==> src/rtl/vend_sched.sv <==
// Two-channel coin acceptor sharing one dispenser: per-channel credit, round-robin
// grant on ties, dispenser timeout with refund. All outputs are registered.
module vend_sched #(
    parameter int PRICE   = 5,
    parameter int TIMEOUT = 16
) (
    input  logic       sys_clk,
    input  logic       sys_rst,
    input  logic       pi_half_a,
    input  logic       pi_half_b,
    input  logic       pi_one_a,
    input  logic       pi_one_b,
    input  logic       pi_disp_done,
    output logic       po_disp_en,
    output logic       po_disp_sel,
    output logic       po_cola_a,
    output logic       po_cola_b,
    output logic [1:0] po_change_a,
    output logic [1:0] po_change_b,
    output logic       po_refund_a,
    output logic       po_refund_b,
    output logic       po_reject_a,
    output logic       po_reject_b,
    output logic       po_fault,
    output logic [1:0] dbg_state,
    output logic [2:0] dbg_credit_a,
    output logic [2:0] dbg_credit_b
);

    localparam int                TMR_W    = (TIMEOUT > 1) ? $clog2(TIMEOUT) : 1;
    localparam logic [TMR_W-1:0]  TO_LAST  = TMR_W'(TIMEOUT - 1);
    localparam logic [2:0]        PRICE_C  = 3'(PRICE);
    localparam logic [1:0]        PRICE_LO = 2'(PRICE);

    typedef enum logic [1:0] {
        IDLE  = 2'd0,
        DISP  = 2'd1,
        DONE  = 2'd2,
        ABORT = 2'd3
    } state_t;

    state_t           state;
    logic [2:0]       credit_a;
    logic [2:0]       credit_b;
    logic [TMR_W-1:0] timer;
    logic             grant;
    logic             last_served;

    logic             pend_a;
    logic             pend_b;
    logic             idle_grant;
    logic [1:0]       change_a_val;
    logic [1:0]       change_b_val;

    always_comb begin
        pend_a       = (credit_a >= PRICE_C);
        pend_b       = (credit_b >= PRICE_C);
        // Both pending: serve whichever channel was not served last.
        idle_grant   = (pend_a && pend_b) ? ~last_served : ~pend_a;
        change_a_val = credit_a[1:0] - PRICE_LO;
        change_b_val = credit_b[1:0] - PRICE_LO;
    end

    // Dispenser handshake: po_disp_en is a level request held for the whole DISP
    // state; pi_disp_done is a one-cycle completion honoured only while in DISP,
    // and the request drops on the edge that sees it or on timeout.
    always_ff @(posedge sys_clk) begin
        if (sys_rst) begin
            state       <= IDLE;
            credit_a    <= '0;
            credit_b    <= '0;
            timer       <= '0;
            grant       <= 1'b0;
            last_served <= 1'b1;
            po_disp_en  <= 1'b0;
            po_disp_sel <= 1'b0;
            po_cola_a   <= 1'b0;
            po_cola_b   <= 1'b0;
            po_change_a <= '0;
            po_change_b <= '0;
            po_refund_a <= 1'b0;
            po_refund_b <= 1'b0;
            po_reject_a <= 1'b0;
            po_reject_b <= 1'b0;
            po_fault    <= 1'b0;
        end else begin
            po_cola_a   <= 1'b0;
            po_cola_b   <= 1'b0;
            po_change_a <= '0;
            po_change_b <= '0;
            po_refund_a <= 1'b0;
            po_refund_b <= 1'b0;
            po_fault    <= 1'b0;
            po_reject_a <= pend_a & (pi_half_a | pi_one_a);
            po_reject_b <= pend_b & (pi_half_b | pi_one_b);

            if (!pend_a) credit_a <= credit_a + {1'b0, pi_one_a, pi_half_a};
            if (!pend_b) credit_b <= credit_b + {1'b0, pi_one_b, pi_half_b};

            case (state)
                IDLE: begin
                    if (pend_a || pend_b) begin
                        grant       <= idle_grant;
                        timer       <= '0;
                        po_disp_en  <= 1'b1;
                        po_disp_sel <= idle_grant;
                        state       <= DISP;
                    end
                end
                DISP: begin
                    if (pi_disp_done) begin
                        po_disp_en  <= 1'b0;
                        po_disp_sel <= 1'b0;
                        if (grant) begin
                            po_cola_b   <= 1'b1;
                            po_change_b <= change_b_val;
                        end else begin
                            po_cola_a   <= 1'b1;
                            po_change_a <= change_a_val;
                        end
                        state <= DONE;
                    end else if (timer == TO_LAST) begin
                        po_disp_en  <= 1'b0;
                        po_disp_sel <= 1'b0;
                        po_fault    <= 1'b1;
                        if (grant) po_refund_b <= 1'b1;
                        else       po_refund_a <= 1'b1;
                        state <= ABORT;
                    end else begin
                        timer <= timer + 1'b1;
                    end
                end
                DONE, ABORT: begin
                    // The granted channel is pending, so its coin update above is a no-op.
                    if (grant) credit_b <= '0;
                    else       credit_a <= '0;
                    last_served <= grant;
                    state       <= IDLE;
                end
                default: state <= IDLE;
            endcase
        end
    end

    assign dbg_state    = state;
    assign dbg_credit_a = credit_a;
    assign dbg_credit_b = credit_b;

endmodule
==> config.mk <==
export PLATFORM = sky130hd
export DESIGN_NAME = vend_sched
export DESIGN_NICKNAME = d
export VERILOG_FILES = /design/src/rtl/vend_sched.sv
export SDC_FILE = /design/constraint.sdc
export NUM_CORES = 1
export LEC_CHECK = 0
export CELL_PAD_IN_SITES_DETAIL_PLACEMENT = 1
export CELL_PAD_IN_SITES_GLOBAL_PLACEMENT = 2
export CORE_ASPECT_RATIO = 2
export CORE_UTILIZATION = 25
export CTS_BUF_LIST = sky130_fd_sc_hd__clkbuf_8
export CTS_CLUSTER_SIZE = 8
export DETAILED_ROUTE_END_ITERATION = 8
export PLACE_DENSITY_LB_ADDON = 0.1
export SLEW_MARGIN = 15
export SYNTH_ARGS = -nofsm -noshare
export SYNTH_HDL_FRONTEND = slang
export SYNTH_SLANG_ARGS = --single-unit
==> constraint.sdc <==
create_clock -name sys_clk -period 3.7 [get_ports sys_clk]
set_input_delay 0.37 -clock sys_clk [delete_from_list [all_inputs] [get_ports sys_clk]]
set_output_delay 0.37 -clock sys_clk [all_outputs]
set_load 0.005 [all_outputs]
* After elaboration in Yosys (flattened, before gate mapping)
Cells that the tools add are included.
** Storage, ports and cells
- Bits of input ports :: 7
- Bits in latches :: 0
- Logic and storage cells :: 80
- Memory bits (writable) :: 0
- Register bits :: 27
- Bits in read-only memories :: 0
- Memories :: 0
- Output and inout bits :: 21
** Cells by class
- Shifts and indexed selects :: 0
- Divide/modulo/power cells :: 0
- Equality and inequality tests :: 8
- Multiplexer cells :: 24
- Reductions and logical operators :: 14
- Multiply operators :: 0
- Bitwise operators :: 10
- Add/sub/neg operators :: 5
- Magnitude comparators :: 2
** Operator list (number)
- 3-bit two-way mux :: 6
- 4-bit two-way mux :: 3
- 4-bit OR reduction :: 3
- 1-bit two-way mux :: 8
- 4-bit one-hot mux with 2 select lines :: 1
- 3-bit by 2-bit adder with 3-bit output :: 2
- 3-bit >= comparator (second input constant) :: 2
- 2-bit two-way mux :: 3
- 2-bit inequality test (second input constant) :: 3
- 1-bit inverter :: 6
- 2-bit one-hot mux with 3 select lines :: 1
- 3-bit OR reduction :: 2
- 4-bit by 1-bit adder with 4-bit output (second input constant) :: 1
- 2-bit equality test (second input constant) :: 2
- 4-bit equality test (second input constant) :: 1
- 1-bit one-hot mux with 2 select lines :: 2
- 2-bit AND reduction :: 2
- 4-bit AND reduction :: 1
- 2-bit by 1-bit subtractor with 2-bit output (second input constant) :: 2
- 3-bit inequality test (second input constant) :: 1
- 3-bit AND reduction :: 1
- 1-bit AND :: 2
- 2-bit by 1-bit equality test with 1-bit output (second input constant) :: 1
- 2-bit logical NOT :: 1
- other kinds (5) :: 6

* Logic depth before layout (Yosys ltp)
Gate-level depths: netlist of the first run.
- Depth in word-level cells :: 5
- Depth in mapped cells :: 6
- Gate-level depth less buffers :: 6

* Worst setup path after synthesis of the first run
OpenSTA, ideal clock, no wires.
- Path type :: register -> register
- Start :: reg credit_b[1], in the netlist dbg_credit_b[1]
- End :: reg timer[2]
- Library setup time :: 0.091 ns
- Clock period less this slack :: 1.644 ns
- Buffers on the path :: 0
- Setup slack :: 2.056 ns
- Data arrival time :: 1.553 ns
- Data required time :: 3.609 ns
- Stages on the path, launching flop included :: 7
- Path through :: dfxtp_1 inv_1 ha_1 o31ai_4 nand2_1 o211a_1 a311oi_1
** On the way
- Cells in the longest elaborated chain, start to end :: 4
** RTL lines
- from (decl) :: line 44 : logic [2:0] credit_b;
- from (signal assigned) :: line 98 : if (!pend_b) credit_b <= credit_b + {1'b0, pi_one_b, pi_half_b};
- 3-bit >= comparator :: line 57 : pend_b = (credit_b >= PRICE_C);
- 1-bit logical OR :: line 102 : if (pend_a || pend_b) begin
- 2-bit inequality test (no source line)
- 4-bit AND reduction (no source line)
- to (signal assigned) :: line 130 : timer <= timer + 1'b1;
- to (decl) :: line 45 : logic [TMR_W-1:0] timer;
Every way passes these cells.
A chain may end at the register's enable or synchronous reset.

* Worst setup path in the final report of the first run
- Start :: reg credit_a[1], in the netlist dbg_credit_a[1]
- End :: reg timer[2]
** On the way
- Cells in the longest elaborated chain, start to end :: 4
** RTL lines
- from (decl) :: line 43 : logic [2:0] credit_a;
- from (signal assigned) :: line 97 : if (!pend_a) credit_a <= credit_a + {1'b0, pi_one_a, pi_half_a};
- 3-bit >= comparator :: line 56 : pend_a = (credit_a >= PRICE_C);
- 1-bit logical OR :: line 102
- 2-bit inequality test (no source line)
- 4-bit AND reduction (no source line)
Every way passes these cells.

==> qor.txt, run 1 <==
status: completed
clock sinks: 27
final setup TNS: 0 ns
post-route ant nets: 0
Slew HR: 67.11%
crit-path max FO: 6
critical path arrival: 2.08 ns
CTS resizes: 0
CTS Hold Bufs: 0
# Max-Cap Violations: 0
Synthesis Warnings: 0
die footprint: 4705 sq um
count of final hold-check violations: 0
# DRC: 0
drt via density: 4.682
Post-Route WL: 2721 microns
critical path's slowest cell: dfxtp_1
cts bufs inserted: 3
DIE HEIGHT: 96.01 microns
Max Freq: 0.5228 GHz
Worst-Margin Slew: 0.4918 ns
share of layout cells above drive strength 1: 7.143%
Worst R2R Path Depth: 6
Hold Path Origin: last_served
FF-to-FF setup slack: 1.79 ns
clock skew: 0.004209 ns
RSZ-0062 raised after global routing: no
startpoint class of the critical path: register
first-pass GRT wire length: 4367 microns
initial antenna violation count: 0
leakage: 0.0005588 uW
drt pass-1 iters: 4
CP required: 3.87 ns
largest net degree at the start of global routing: 15
CTS H-Tree Depth: 1
CP endpoint kind: register
hold endpoint: last_served
Overall Global Routing Usage: 12.46%
CP Class: register to register
Placed Cells: 188
VDD IR max: 0.2121 mV
max incr delay on CP: 0.48 ns
Slew Viols, Final: 0
CTS tree: built
Synth cell types: 33
clock transition at the registers of the reported paths: 0.09 ns
worst hold stages: 1
fin crit period: 1.913 ns
worst hold path class: register to register
grt ovf: 0
Final Non-Filler Cells: 192
final net count: 155
Post-Syn Area per Cell: 9.953 sq um
vias: 899
Mapped Area: 1105 sq um
PwrDens: 580.0 nW/um^2
CORE AREA: 4170 sq um
fillers: 489
First DRT Iteration DRCs: 18
hpwl dp: 2167 microns
clock buffer depth: 2
Root Buffer: clkbuf_8
Period Utilization, post-route: 51.69%
Hold WS: 0.4692 ns
Mapped Cells: 111
Worst-Skew Late Latency: 0.26 ns
n_diodes: 0
vias in the first global route: 928
RR Endpoint: timer[2]
flops & latches, synth: 27
initial core utilization: 26.49%
worst-path cell chain: inv_1 > ha_1 > o31ai_4 > nand2_1 > o211a_1 > a311oi_1
die width: 49.01 microns
postcts setup bufs: 0
Syn Nets: 125
register area share after synthesis: 48.92%
Ports: 28
Layout area overhead: 33.64%
# port buffers: 27
final-report setup violation count: 0
gpl congestion: 0.7073
Worst R2R Start: dbg_credit_a[1]
WL/cell: 14.17 microns
Cell Rows: 33
-- how the worst max path moves through the flow --
stage                          from       end  slack, ns
floorplan           dbg_credit_b[1]  timer[2]       2.06
detailed placement     pi_disp_done  timer[3]       1.66
CTS                 dbg_credit_a[1]  timer[2]       1.76
global placement       pi_disp_done  timer[0]       1.72
global route        dbg_credit_a[1]  timer[2]       1.63
finish              dbg_credit_a[1]  timer[2]       1.79
-- final cells by class --
| class | instances | area [sq um] | share of cell area [%] |
|---|---|---|---|
| Clock inverter | 1 | 3.754 | 0.2542 |
| Inverter | 9 | 33.78 | 2.288 |
| Multi-Input combinational cell | 73 | 521.8 | 35.34 |
| Sequential cell | 27 | 540.5 | 36.61 |
| Clock buffer | 3 | 41.29 | 2.797 |
| Timing Repair Buffer | 27 | 270.3 | 18.31 |
| Tap cell | 52 | 65.06 | 4.407 |
-- stage by stage --
step	util (%)	setup slack [ns]	instance area, sq um	power (uW)
finish	35.40	1.787	1476	856.4
global route	35.40	1.625	1476	919.6
CTS	35.40	1.762	1476	878.5
detailed placement	34.32	1.664	1431	710.4
global placement	34.32	1.724	1431	705.7
floorplan	-	2.056	1105	561.3
-- flip-flops by register name, summed over array words and instances (netlist names), 2 cells and up --
| register | count |
|---|---|
| timer | 4 |
| dbg_credit_a | 3 |
| dbg_credit_b | 3 |
| dbg_state | 2 |
| po_change_a | 2 |
| po_change_b | 2 |
-- kinds of logic after synthesis --
family          after synthesis  synth area share, %
xor+xnor                      1               0.7929
fa+ha+maj                     7                9.287
flops                        27                48.92
compound gates               24                16.87
simple gates                 40                19.37
mux                           1               0.9060
buf+inv                      11                3.850
-- where the power goes --
part / switching (uW) / internal [uW]
combinational: 134 / 153
sequential: 66.3 / 339
clock: 89.3 / 74.2
-- layer usage --
metal | track usage (%) | share of wire (%)
met4 | 6.863 | 1.7
met1 | 12.73 | 39
met5 | 0 | 0
met3 | 0.9479 | 2.2
met2 | 24.42 | 57
-- Yosys cell counts, drive strengths merged --
cell	n	area share, %
and4	1	0.79
and3	1	0.57
a311oi	1	0.79
or4	1	1.0
a21oi	8	3.6
o41ai	1	0.79
nand2	7	2.4
nand2b	2	1.1
xnor2	1	0.79
inv	9	3.1
nor3	6	3.2
nor2	10	3.4
a211oi	1	1.1
nor2b	1	0.57
o31ai	2	3.9
nor4	2	1.1
mux2i	1	0.91
nand3	3	1.4
o21ai	6	3.1
or3b	1	0.79
a22oi	3	2.0
o211a	1	0.91
ha	5	5.7
dfxtp	27	49
nand4	2	1.1
clkbuf	1	0.34
and2	2	1.1
buf	1	0.45
and2b	1	0.79
a21o	1	0.68
fa	2	3.6
-- layout by cell type (no fill, tap or decap), types with 2 or more instances in the layout --
master / count
nand4_1: 2
nand3_1: 3
nor2_1: 10
clkbuf_8: 3
nand2_1: 7
clkdlybuf4s50_1: 27
inv_1: 10
o21ai_0: 5
dfxtp_1: 27
o31ai_4: 2
and2_1: 2
nor3_1: 5
a21oi_1: 8
fa_1: 2
nand2b_1: 2
nor4_1: 2
a22oi_1: 3
ha_1: 5
-- worst max-delay path: cells and delay by family, from the launching register on --
| family | cells | cell delay (ns) |
|---|---|---|
| AOI/OAI and AO/OA | 3 | 0.92 |
| adders and majority gates | 1 | 0.21 |
| and+or+nand+nor | 1 | 0.13 |
| buffers and inverters | 1 | 0.08 |
| DFF | 1 | 0.48 |
(Power assumes the default switching activity.)
==> inputs of run 2 (changes only) <==
- clock period: 3.7 -> 1.7 ns (I/O delays scaled with it)
==> run 2 against run 1 <==
Register-to-register slack got worse by 1.7 ns. Count of clock-buffer cells in the layout unchanged. Combinational power rose to 2.6 times the previous value. Cell area is 5.6% higher. Maximum frequency grew 18%. First-iteration DRC count fell by 22%. Sequential share of layout area down 1.9 points. Power increased by 130%. Clock skew down 0.0033 ns. Non-clock buffer count up 11. Global-route usage up 1.7 points. Critical path type unchanged.
==> qor.txt, run 2 (synthesis gave the netlist of run 1 again) <==
largest net degree at the start of global routing: 15
worst hold path class: register to register
clock buffer depth: 2
CTS resizes: 0
critical path arrival: 1.81 ns
cts bufs inserted: 3
Overall Global Routing Usage: 14.19%
post-route ant nets: 0
# Max-Cap Violations: 0
Max Freq: 0.6191 GHz
final net count: 166
Period Utilization, post-route: 95.02%
DIE HEIGHT: 96.01 microns
initial core utilization: 26.49%
postcts setup bufs: 0
die width: 49.01 microns
Cell Rows: 33
worst-path cell chain: inv_1 > ha_1 > o31ai_4 > nand2_1 > o211a_1 > a311oi_1
worst hold stages: 2
Post-Route WL: 2957 microns
clock skew: 0.0009538 ns
commonest non-fill, non-tap cells in the layout: dfxtp_1, clkdlybuf4s50_1, buf_4, inv_1, nor2_1
hold endpoint: po_disp_sel
PwrDens: 1259 nW/um^2
critical path's slowest cell: dfxtp_1
Worst-Margin Slew: 0.5100 ns
max incr delay on CP: 0.36 ns
# DRC: 0
Slew Viols, Final: 0
status: completed
first-pass GRT wire length: 4885 microns
final core utilization: 37.38%
initial antenna violation count: 0
register area: 540.5 sq um
First DRT Iteration DRCs: 14
max reg flops: 4
CP required: 1.89 ns
Largest Register: timer
multi-input combinational cell area: 521.8 sq um
Ports: 28
Worst R2R Start: dbg_credit_b[1]
final setup TNS: 0 ns
CTS tree: built
n_diodes: 0
Root Buffer: clkbuf_8
startpoint class of the critical path: register
Worst-Skew Late Latency: 0.28 ns
clock sinks: 27
hpwl dp: 2386 microns
CORE AREA: 4170 sq um
Layout area overhead: 41.11%
vias in the first global route: 1048
share of layout cells above drive strength 1: 13.91%
CTS Hold Bufs: 0
count of final hold-check violations: 0
# port buffers: 27
leakage: 0.0006113 uW
WL/cell: 14.57 microns
CTS H-Tree Depth: 1
Hold Path Origin: po_disp_sel
final-report setup violation count: 0
Total Power: 1963 uW
gpl congestion: 0.7390
vias: 967
fillers: 483
Final Non-Filler Cells: 203
grt ovf: 0
CP Class: register to register
Placed Cells: 199
RSZ-0062 raised after global routing: no
crit-path max FO: 4
VDD IR max: 0.4567 mV
die footprint: 4705 sq um
Slew HR: 65.64%
FF-to-FF setup slack: 0.08 ns
Worst R2R Path Depth: 6
drt via density: 4.764
fin crit period: 1.615 ns
CP endpoint kind: register
RR Endpoint: timer[2]
Hold WS: 0.4635 ns
clock transition at the registers of the reported paths: 0.09 ns
drt pass-1 iters: 4
[run 2: worst max-delay path: cells and delay by family (launching register included)]
family                   cells  cell delay [ns]
AO/OA/AOI/OAI                3             0.76
adder cells (fa/ha/maj)      1             0.22
buffers and inverters        1             0.08
flip-flops                   1             0.36
AND/OR/NAND/NOR              1             0.10
[run 2: layer usage]
| layer | track usage, % | wire [microns] |
|---|---|---|
| met1 | 12.67 | 1074 |
| met2 | 29.51 | 1736 |
| met3 | 1.580 | 77 |
| met4 | 8.088 | 69 |
| met5 | 0 | 0 |
[run 2: worst max-delay path by stage]
| stage | startpoint | end | slack, ns | cells after the start |
|---|---|---|---|---|
| 5_1_grt | dbg_credit_b[1] | timer[2] | 0.0004 | 6 |
| 2_1_floorplan | dbg_credit_b[1] | timer[2] | 0.06 | 6 |
| 4_1_cts | dbg_credit_a[1] | timer[2] | 0.07 | 6 |
| 3_3_place_gp | pi_disp_done | timer[0] | 0.08 | 4 |
| 3_5_place_dp | pi_half_b | dbg_credit_b[1] | 0.02 | 6 |
| 6_report | dbg_credit_b[1] | timer[2] | 0.08 | 6 |
[run 2: power by group]
part	switching, uW	leakage (uW)	internal (uW)
clock	210	0.0000269	163
combinational	347	0.000365	403
sequential	101	0.000220	739
[run 2: metrics by stage]
step / area [sq um] / worst slack, ns
final: 1559 / 0.08466
after floorplan: 1105 / 0.05584
after global routing: 1559 / 0.0004334
after detailed placement: 1514 / 0.01810
after CTS: 1559 / 0.07278
after global placement: 1514 / 0.08071
[run 2: final cells by class]
| type | count | area share [%] |
|---|---|---|
| repair buffers | 38 | 22.63 |
| multi-input cells | 73 | 33.47 |
| clock inverters | 1 | 0.2408 |
| well taps | 52 | 4.173 |
| inverters | 9 | 2.167 |
| clock buffers | 3 | 2.648 |
| flip-flops and latches | 27 | 34.67 |
